--- src/rtl/ahb3lite_apb_bridge.sv ---
// AHB3-Lite slave to APB master bridge on a single clock. Each accepted AHB
// transfer becomes one APB setup/access pair; APB errors become AHB ERROR.
module ahb3lite_apb_bridge #(
  parameter int HADDR_SIZE = 32,
  parameter int HDATA_SIZE = 32,
  parameter int PADDR_SIZE = 10
) (
  input  logic                    HCLK,
  input  logic                    HRESETn,
  input  logic                    HSEL,
  input  logic [HADDR_SIZE-1:0]   HADDR,
  input  logic [HDATA_SIZE-1:0]   HWDATA,
  output logic [HDATA_SIZE-1:0]   HRDATA,
  input  logic                    HWRITE,
  input  logic [2:0]              HSIZE,
  input  logic [2:0]              HBURST,
  input  logic [3:0]              HPROT,
  input  logic [1:0]              HTRANS,
  input  logic                    HMASTLOCK,
  input  logic                    HREADY,
  output logic                    HREADYOUT,
  output logic                    HRESP,
  output logic                    PSEL,
  output logic                    PENABLE,
  output logic [2:0]              PPROT,
  output logic                    PWRITE,
  output logic [HDATA_SIZE/8-1:0] PSTRB,
  output logic [PADDR_SIZE-1:0]   PADDR,
  output logic [HDATA_SIZE-1:0]   PWDATA,
  input  logic [HDATA_SIZE-1:0]   PRDATA,
  input  logic                    PREADY,
  input  logic                    PSLVERR
);

  localparam int         STRB_W   = HDATA_SIZE / 8;
  localparam logic [2:0] SIZE_MAX = 3'($clog2(STRB_W));

  typedef enum logic [2:0] {
    ST_IDLE,
    ST_WLATCH,
    ST_SETUP,
    ST_ACCESS,
    ST_DONE,
    ST_ERR1,
    ST_ERR2
  } state_t;

  state_t state, state_nxt;
  logic   accept;
  logic   size_ok;
  logic   take;
  logic   unused_sig;

  assign accept     = HSEL & HREADY & HTRANS[1];
  assign size_ok    = (HSIZE <= SIZE_MAX);
  assign unused_sig = ^{HBURST, HMASTLOCK, HPROT[3:2]};

  // Contiguous 2^size byte lanes starting at the size-aligned lane offset.
  function automatic logic [STRB_W-1:0] strb_gen(input logic [HADDR_SIZE-1:0] addr,
                                                 input logic [2:0]            size);
    logic [STRB_W-1:0] strb;
    int nbytes;
    int base;
    nbytes = 1 << size;
    base   = int'(addr & HADDR_SIZE'(STRB_W - 1)) & ~(nbytes - 1);
    for (int i = 0; i < STRB_W; i++) begin
      strb[i] = (i >= base) && (i < base + nbytes);
    end
    return strb;
  endfunction

  always_ff @(posedge HCLK) begin
    if (!HRESETn) state <= ST_IDLE;
    else          state <= state_nxt;
  end

  always_comb begin
    state_nxt = state;
    take      = 1'b0;
    unique case (state)
      ST_IDLE, ST_DONE, ST_ERR2: begin
        if (!accept) begin
          state_nxt = ST_IDLE;
        end else if (!size_ok) begin
          state_nxt = ST_ERR1;
        end else begin
          take      = 1'b1;
          state_nxt = HWRITE ? ST_WLATCH : ST_SETUP;
        end
      end
      ST_WLATCH: state_nxt = ST_SETUP;
      ST_SETUP:  state_nxt = ST_ACCESS;
      ST_ACCESS: begin
        if (PREADY) state_nxt = PSLVERR ? ST_ERR1 : ST_DONE;
      end
      ST_ERR1:   state_nxt = ST_ERR2;
      default:   state_nxt = ST_IDLE;
    endcase
  end

  // Outputs are registered from the next state so they line up with it.
  always_ff @(posedge HCLK) begin
    if (!HRESETn) begin
      HREADYOUT <= 1'b1;
      HRESP     <= 1'b0;
      HRDATA    <= '0;
      PSEL      <= 1'b0;
      PENABLE   <= 1'b0;
      PWRITE    <= 1'b0;
      PPROT     <= '0;
      PSTRB     <= '0;
      PADDR     <= '0;
      PWDATA    <= '0;
    end else begin
      PSEL      <= (state_nxt == ST_SETUP) || (state_nxt == ST_ACCESS);
      PENABLE   <= (state_nxt == ST_ACCESS);
      HREADYOUT <= (state_nxt == ST_IDLE) || (state_nxt == ST_DONE) ||
                   (state_nxt == ST_ERR2);
      HRESP     <= (state_nxt == ST_ERR1) || (state_nxt == ST_ERR2);
      if (take) begin
        PADDR  <= HADDR[PADDR_SIZE-1:0];
        PWRITE <= HWRITE;
        PPROT  <= {~HPROT[0], 1'b1, HPROT[1]};
        PSTRB  <= HWRITE ? strb_gen(HADDR, HSIZE) : '0;
      end
      if (state == ST_WLATCH) PWDATA <= HWDATA;
      if ((state == ST_ACCESS) && PREADY && !PWRITE) HRDATA <= PRDATA;
    end
  end

endmodule

--- config.mk ---
export PLATFORM = sky130hd
export DESIGN_NAME = ahb3lite_apb_bridge
export DESIGN_NICKNAME = d
export VERILOG_FILES = /design/src/rtl/ahb3lite_apb_bridge.sv
export SDC_FILE = /design/constraint.sdc
export NUM_CORES = 1
export LEC_CHECK = 0
export ABC_AREA = 1
export CAP_MARGIN = 20
export CELL_PAD_IN_SITES_DETAIL_PLACEMENT = 0
export CELL_PAD_IN_SITES_GLOBAL_PLACEMENT = 1
export CORE_MARGIN = 5
export CORE_UTILIZATION = 23
export CTS_CLUSTER_DIAMETER = 120
export DETAILED_ROUTE_END_ITERATION = 12
export GPL_TIMING_DRIVEN = 0
export HOLD_SLACK_MARGIN = 0.03
export MAX_ROUTING_LAYER = met4
export PLACE_DENSITY_LB_ADDON = 0.1
export SLEW_MARGIN = 20
export SYNTH_ARGS = -nofsm -noshare
export SYNTH_HDL_FRONTEND = slang
export SYNTH_SLANG_ARGS = --single-unit
--- constraint.sdc ---
create_clock -name HCLK -period 1.4 [get_ports HCLK]
set_input_delay 0.14 -clock HCLK [delete_from_list [all_inputs] [get_ports HCLK]]
set_output_delay 0.14 -clock HCLK [all_outputs]
set_load 0.03 [all_outputs]
==> flow_metrics.py, run 1 <==
metrics = {
    "synthesis": {
        "synthSimpleGateAreaFrac": 0.280,
        "ys.flop_type": "dfxtp_1",
        "synthXorXnorAreaFrac": 0,
        "synth_edf_count": 0,
        "synth_seq_area_share": 0.525,
        "synth_top_family_by_area": "simple AND/OR/NAND/NOR gates",
        "synth.area.top_cells": "dfxtp_1 (53%), a21oi_1 (11%), nand3_1 (11%)",
        "post-synth-top-count-cell": "dfxtp_1",
        "ys_warn_count": 0,
        "synthTopCellsByCount": "dfxtp_1 (89), nand2_1 (86), a21oi_1 (73), nand3_1 (73), nor2_1 (30)",
        "syn_area_per_cell_um2": 7.93,
        "synth_cells": 428,
        "netlist_area_um2": 3390,
        "ys_ff_latch": 89,
        "synth.area.mux_share": 0,
        "ys_types": 28,
        "synth_top_area_cell": "dfxtp_1",
        "synth-adder-area-share": 0.00369,
        "async_reset_ff_frac": 0,
        "synth_fp_nets": 545,
        "synth-compound-area-share": 0.133,
        "synth_top_area_share": 0.525,
    },
    "clock_network": {
        "clk_latency_ns": 0.34,
        "cts_tree": "done",
        "clock-root-buffer": "clkbuf_16",
        "path_clk_slew_ns": 0.06,
        "h-tree-depth": 3,
        "clock_sinks": 89,
        "numCtsBuffers": 9,
        "cts_hold_buf": 0,
        "cts_max_path_buffers": 2,
    },
    "sta": {
        "relSlewSlack": 0.658,
        "slew_violations": 0,
        "hold-worst-slack_ns": 0.357,
        "finalHoldViolations": 0,
        "worstMarginPinSlew_ns": 0.513,
        "setup_viol": 0,
        "fin_tns_setup_ns": 0,
        "fmax_ghz": 0.778,
        "fin_skew_ns": 0.00491,
        "rsz0062_at_grt": "true",
        "fin_crit_ns": 1.29,
        "period_share": 0.918,
    },
    "hold_path": {
        "min_from": "HPROT[0]",
        "hold_class": "primary input to flop",
    },
    "final_layout": {
        "drive_gt1_frac": 0.111,
        "area_delta_synth_final_pct": 66.7,
        "n_antenna_cell": 0,
        "fin_cells": 806,
        "fin_nets": 735,
    },
    "global_routing": {
        "track_usage": 0.136,
        "antenna_found_initial": 0,
        "grt_pass1_wl_um": 18700,
        "grt_pass1_vias": 3591,
        "overflow": 0,
        "grt_start_max_net_pins": 14,
    },
    "power": {
        "intPower_w": 0.00454,
        "p_seq_frac": 0.439,
        "power_frac_clock": 0.397,
        "p_per_area_nw_per_um2": 1080,
        "power_switching_w": 0.00157,
        "p_sw_frac": 0.257,
        "irDropWorstVdd_mv": 0.450,
        "power_frac_comb": 0.164,
        "leakage_nw": 2.45,
    },
    "die": {
        "pin_count": 202,
        "initial_core_util": 0.234,
        "die_area_um2": 17300,
        "core_area_um2": 14500,
        "rows": 44,
        "die_h_um": 131,
        "die_width_um": 131,
    },
    "worst_setup_path": {
        "timing.rr.start": "state[0]",
        "startpoint": "state[0]",
        "cp_data_required_time_ns": 1.66,
        "crit_arrival_ns": 1.55,
        "crit_type": "flop to flop",
        "worstSetupEndpointType": "flop",
        "worstSetupStartpointType": "flop",
        "cp_max_fo": 10,
    },
    "run_status": {
        "status": "finished, final reports clean",
    },
    "detailed_routing": {
        "drt-total-wl_um": 11700,
        "avgViaCountPerCell": 4.39,
        "ant_nets": 0,
        "drt_first_pass_iters": 4,
        "num_vias": 3536,
        "drt_iter0_drc": 125,
        "wl_per_cell_um": 14.5,
        "drcViolationCount": 0,
    },
    "place": {
        "gp_congestion": 0.762,
        "io_buffers": 172,
        "dp.cells": 784,
        "dp_hpwl_um": 8880,
    },
    "job": {
        "maxCapViolations": 0,
    },
}
==> power by group through the flow <==
stage	combinational [W]	clock, W	sequential, W
finish	0.00100	0.00243	0.00268
global route	0.00109	0.00263	0.00269
global placement	0.00106	0	0.00274
floorplan	0.000332	0	0.00292
detailed placement	0.00106	0	0.00274
CTS	0.00101	0.00252	0.00268
==> repair_timing <==
| item | CTS | global route |
|---|---|---|
| resized for setup | 95 | 26 |
| pin swaps | 3 | 3 |
| endpoints found under the setup margin | 120 | 70 |
| gates cloned | 0 | 0 |
| setup buffers | 3 | 4 |
==> stage by stage <==
step	util	total power, W	area [um2]	worst slack (ns)
6_report	0.390	0.00611	5650	0.114
5_1_grt	0.390	0.00641	5650	-0.00918
4_1_cts	0.385	0.00621	5570	-0.00426
3_5_place_dp	0.369	0.00380	5340	-0.597
3_3_place_gp	0.369	0.00380	5340	-0.580
2_1_floorplan	-	0.00325	3390	0.117
==> layer usage <==
metal,share of wire,track usage
met1,0.46,0.168
met4,0.035,0.0691
met3,0.049,0.0325
met2,0.45,0.208
met5,0,-
==> flip-flops by register name, indices dropped and copies added (netlist names) <==
register and count:
HREADYOUT 1, state 3, HRESP 1, PSTRB 4, PWDATA 32, PPROT 3
PWRITE 1, PENABLE 1, HRDATA 32, PSEL 1, PADDR 10
==> final timing paths <==
| kind | endpoint | slack [ns] | depth (start not counted) |
|---|---|---|---|
| min reg2reg | HRDATA[25] | 0.46 | 2 |
| max reg2reg | HRDATA[16] | 0.11 | 5 |
| max | HRDATA[16] | 0.11 | 5 |
| min | PPROT[2] | 0.36 | 2 |
==> worst max-delay path: stages, from the launching register on <==
cell      delay (ns)
dfxtp_1         0.36
nand2_1         0.11
nor2_4          0.23
clkbuf_4        0.26
nand3_1         0.09
a21oi_1         0.16
==> cell type report <==
class,count,area [um2]
fill,1538,8830
sequential,89,1780
multi-input combinational,294,1440
timing repair buffer,179,1670
inverter,16,67.6
tap,184,230
clock inverter,3,40.0
buffer,29,170
clock buffer,12,256
==> cell families (layout without fill, tap and decap cells) <==
group / Yosys count / in the layout
compound gates: 88 / 88
flops: 89 / 89
fa+ha+maj: 1 / 1
buf+inv: 45 / 239
simple gates: 205 / 205
==> layout by cell type, fill, tap and decap left out, types with 9 or more instances in the layout <==
cell type,Yosys,layout
dlygate4sd2_1,0,88
dfxtp_1,89,87
nand2_1,86,84
clkdlybuf4s50_1,0,82
nand3_1,73,73
a21oi_1,73,71
nor2_1,30,29
o21ai_1,11,10
inv_1,9,9
clkbuf_16,0,9
Power figures use the tool's default switching activity.
==> inputs of run 2 (changes only) <==
--- a/config.mk
+++ b/config.mk
@@ -17,6 +17,7 @@
 export HOLD_SLACK_MARGIN = 0.03
 export MAX_ROUTING_LAYER = met4
 export PLACE_DENSITY_LB_ADDON = 0.1
+export SKIP_LAST_GASP = 1
 export SLEW_MARGIN = 20
 export SYNTH_ARGS = -nofsm -noshare
 export SYNTH_HDL_FRONTEND = slang
==> results of run 2 <==
Same layout as run 1: the final DEF is identical, and so are final timing and power.
==> inputs of run 3 (changes only) <==
--- a/config.mk
+++ b/config.mk
@@ -16,7 +16,7 @@
 export GPL_TIMING_DRIVEN = 0
 export HOLD_SLACK_MARGIN = 0.03
 export MAX_ROUTING_LAYER = met4
-export PLACE_DENSITY_LB_ADDON = 0.1
+export PLACE_DENSITY_LB_ADDON = 0.12
 export SKIP_LAST_GASP = 1
 export SLEW_MARGIN = 20
 export SYNTH_ARGS = -nofsm -noshare
==> run 3 against run 2 <==
First-iteration DRC count is 18% higher. Largest power group unchanged. Worst setup slack got worse by 0.0088 ns. Highest routed layer unchanged. Global-route usage up 0.14 points.
==> flow_metrics.py, run 3 (same netlist as run 1, synthesis figures left out) <==
metrics = {
    "run_status": {
        "status": "finished, final reports clean",
    },
    "worst_setup_path": {
        "slowest_delay_ns": 0.35,
        "cp_data_required_time_ns": 1.67,
        "worstSetupEndpointType": "flop",
        "path_cells": "inv_6 -> nand2_4 -> nand2_4 -> nor2_8 -> nand2_8 -> nor2_4 -> nor2_2 -> nand2_1 -> nand2_1 -> nor2_1",
        "crit_type": "flop to flop",
        "worstSetupStartpointType": "flop",
        "slowest_stage": "dfxtp_2",
        "crit_arrival_ns": 1.56,
        "cp_max_fo": 10,
    },
    "detailed_routing": {
        "drcViolationCount": 0,
        "wl_per_cell_um": 14.8,
        "num_vias": 3558,
        "ant_nets": 0,
        "drt_iter0_drc": 148,
        "drt_first_pass_iters": 4,
        "drt-total-wl_um": 11900,
        "avgViaCountPerCell": 4.41,
    },
    "place": {
        "dp_hpwl_um": 8860,
        "gp_congestion": 0.749,
        "io_buffers": 172,
        "place_area_um2": 5340,
    },
    "final_layout": {
        "area_delta_synth_final_pct": 66.7,
        "fin_nets": 735,
        "nFillCells": 1544,
        "design_area_um2": 5650,
        "most-common-layout-cells": "dlygate4sd2_1 (88), dfxtp_1 (87), nand2_1 (83)",
        "drive_gt1_frac": 0.113,
        "n_antenna_cell": 0,
        "reg_top3": "HRDATA x32, PWDATA x32, PADDR x10",
        "final_common_cell": "dlygate4sd2_1",
    },
    "clock_network": {
        "clock_sinks": 89,
        "clk_latency_ns": 0.34,
        "clock-root-buffer": "clkbuf_16",
        "cts_tree": "done",
        "h-tree-depth": 3,
        "cts_max_path_buffers": 2,
        "numCtsBuffers": 9,
        "path_clk_slew_ns": 0.06,
        "cts_hold_buf": 0,
    },
    "sta": {
        "fmax_ghz": 0.773,
        "rsz0062_at_grt": "false",
        "worstMarginPinSlew_ns": 0.543,
        "slew_violations": 0,
        "period_share": 0.925,
        "relSlewSlack": 0.638,
        "fin_skew_ns": 0.00785,
        "hold-worst-slack_ns": 0.235,
        "setup_viol": 0,
        "fin_crit_ns": 1.29,
        "fin_tns_setup_ns": 0,
        "finalHoldViolations": 0,
    },
    "global_routing": {
        "grt_pass1_wl_um": 18700,
        "track_usage": 0.138,
        "grt_pass1_vias": 3517,
        "grt_start_max_net_pins": 14,
        "antenna_found_initial": 0,
        "overflow": 0,
    },
    "power": {
        "irDropWorstVdd_mv": 0.514,
        "leakage_nw": 2.45,
        "p_per_area_nw_per_um2": 1080,
    },
    "hold_path": {
        "hold_class": "primary input to flop",
    },
    "die": {
        "die_h_um": 131,
        "rows": 44,
        "core_area_um2": 14500,
        "die_area_um2": 17300,
        "die_width_um": 131,
        "initial_core_util": 0.234,
        "pin_count": 202,
    },
    "job": {
        "maxCapViolations": 0,
    },
}
[run 3: metal layers]
| metal | up-vias | GRT usage | wire length (um) |
|---|---|---|---|
| met2 | 116 | 0.212 | 5490 |
| met3 | 17 | 0.0363 | 726 |
| li1 | 1812 | - | - |
| met4 | 0 | 0.0623 | 278 |
| met5 | - | - | 0 |
| met1 | 1613 | 0.170 | 5410 |
[run 3: final timing paths]
path / start / to / cells after the start / slack [ns]
worst max-delay path: state[2] / HRESP / 10 / 0.11
worst min-delay path: HADDR[1] / PADDR[1] / 3 / 0.24
worst max register to register: state[2] / HRESP / 10 / 0.11
worst min register to register: PWDATA[21] / PWDATA[21] / 2 / 0.46
[run 3: area by class of cell]
type	count	area, um2	share of cell area
Timing Repair Buffer	179	1670	0.295
Inverter	16	67.6	0.0119
Sequential cell	89	1780	0.316
Tap cell	184	230	0.0407
Clock buffer	12	256	0.0454
Buffer	29	169	0.0299
Clock inverter	3	40.0	0.00708
Multi-Input combinational cell	294	1440	0.254
[run 3: where the power goes]
group	switching, W	internal (W)	leakage, nW
Combinational	0.000571	0.000443	1.58
Clock	0.000959	0.00146	0.148
Sequential	0.0000499	0.00263	0.721
Total	0.00158	0.00454	2.45
[run 3: critical path, delay by kind of cell, from the launching register on]
| family | cells | cell delay, ns |
|---|---|---|
| DFF | 1 | 0.35 |
| and+or+nand+nor | 9 | 0.81 |
| buffers and inverters | 1 | 0.06 |
[run 3: stage by stage]
stage | power, W | setup slack (ns) | instances | utilization
finish | 0.00612 | 0.106 | 806 | 0.391
global route | 0.00641 | 0.00235 | 806 | 0.391
CTS | 0.00622 | 0.00485 | 805 | 0.386
detailed placement | 0.00381 | -0.592 | 784 | 0.369
global placement | 0.00380 | -0.579 | 784 | 0.369
floorplan | 0.00325 | 0.117 | 428 | -
[run 3: timing repair]
item	4_1_cts	5_1_grt
gates cloned	0	0
setup buffers	6	1
setup endpoints to repair	122	68
pin swaps	4	7
endpoints found under the hold margin	0	0
gates resized for setup	93	30
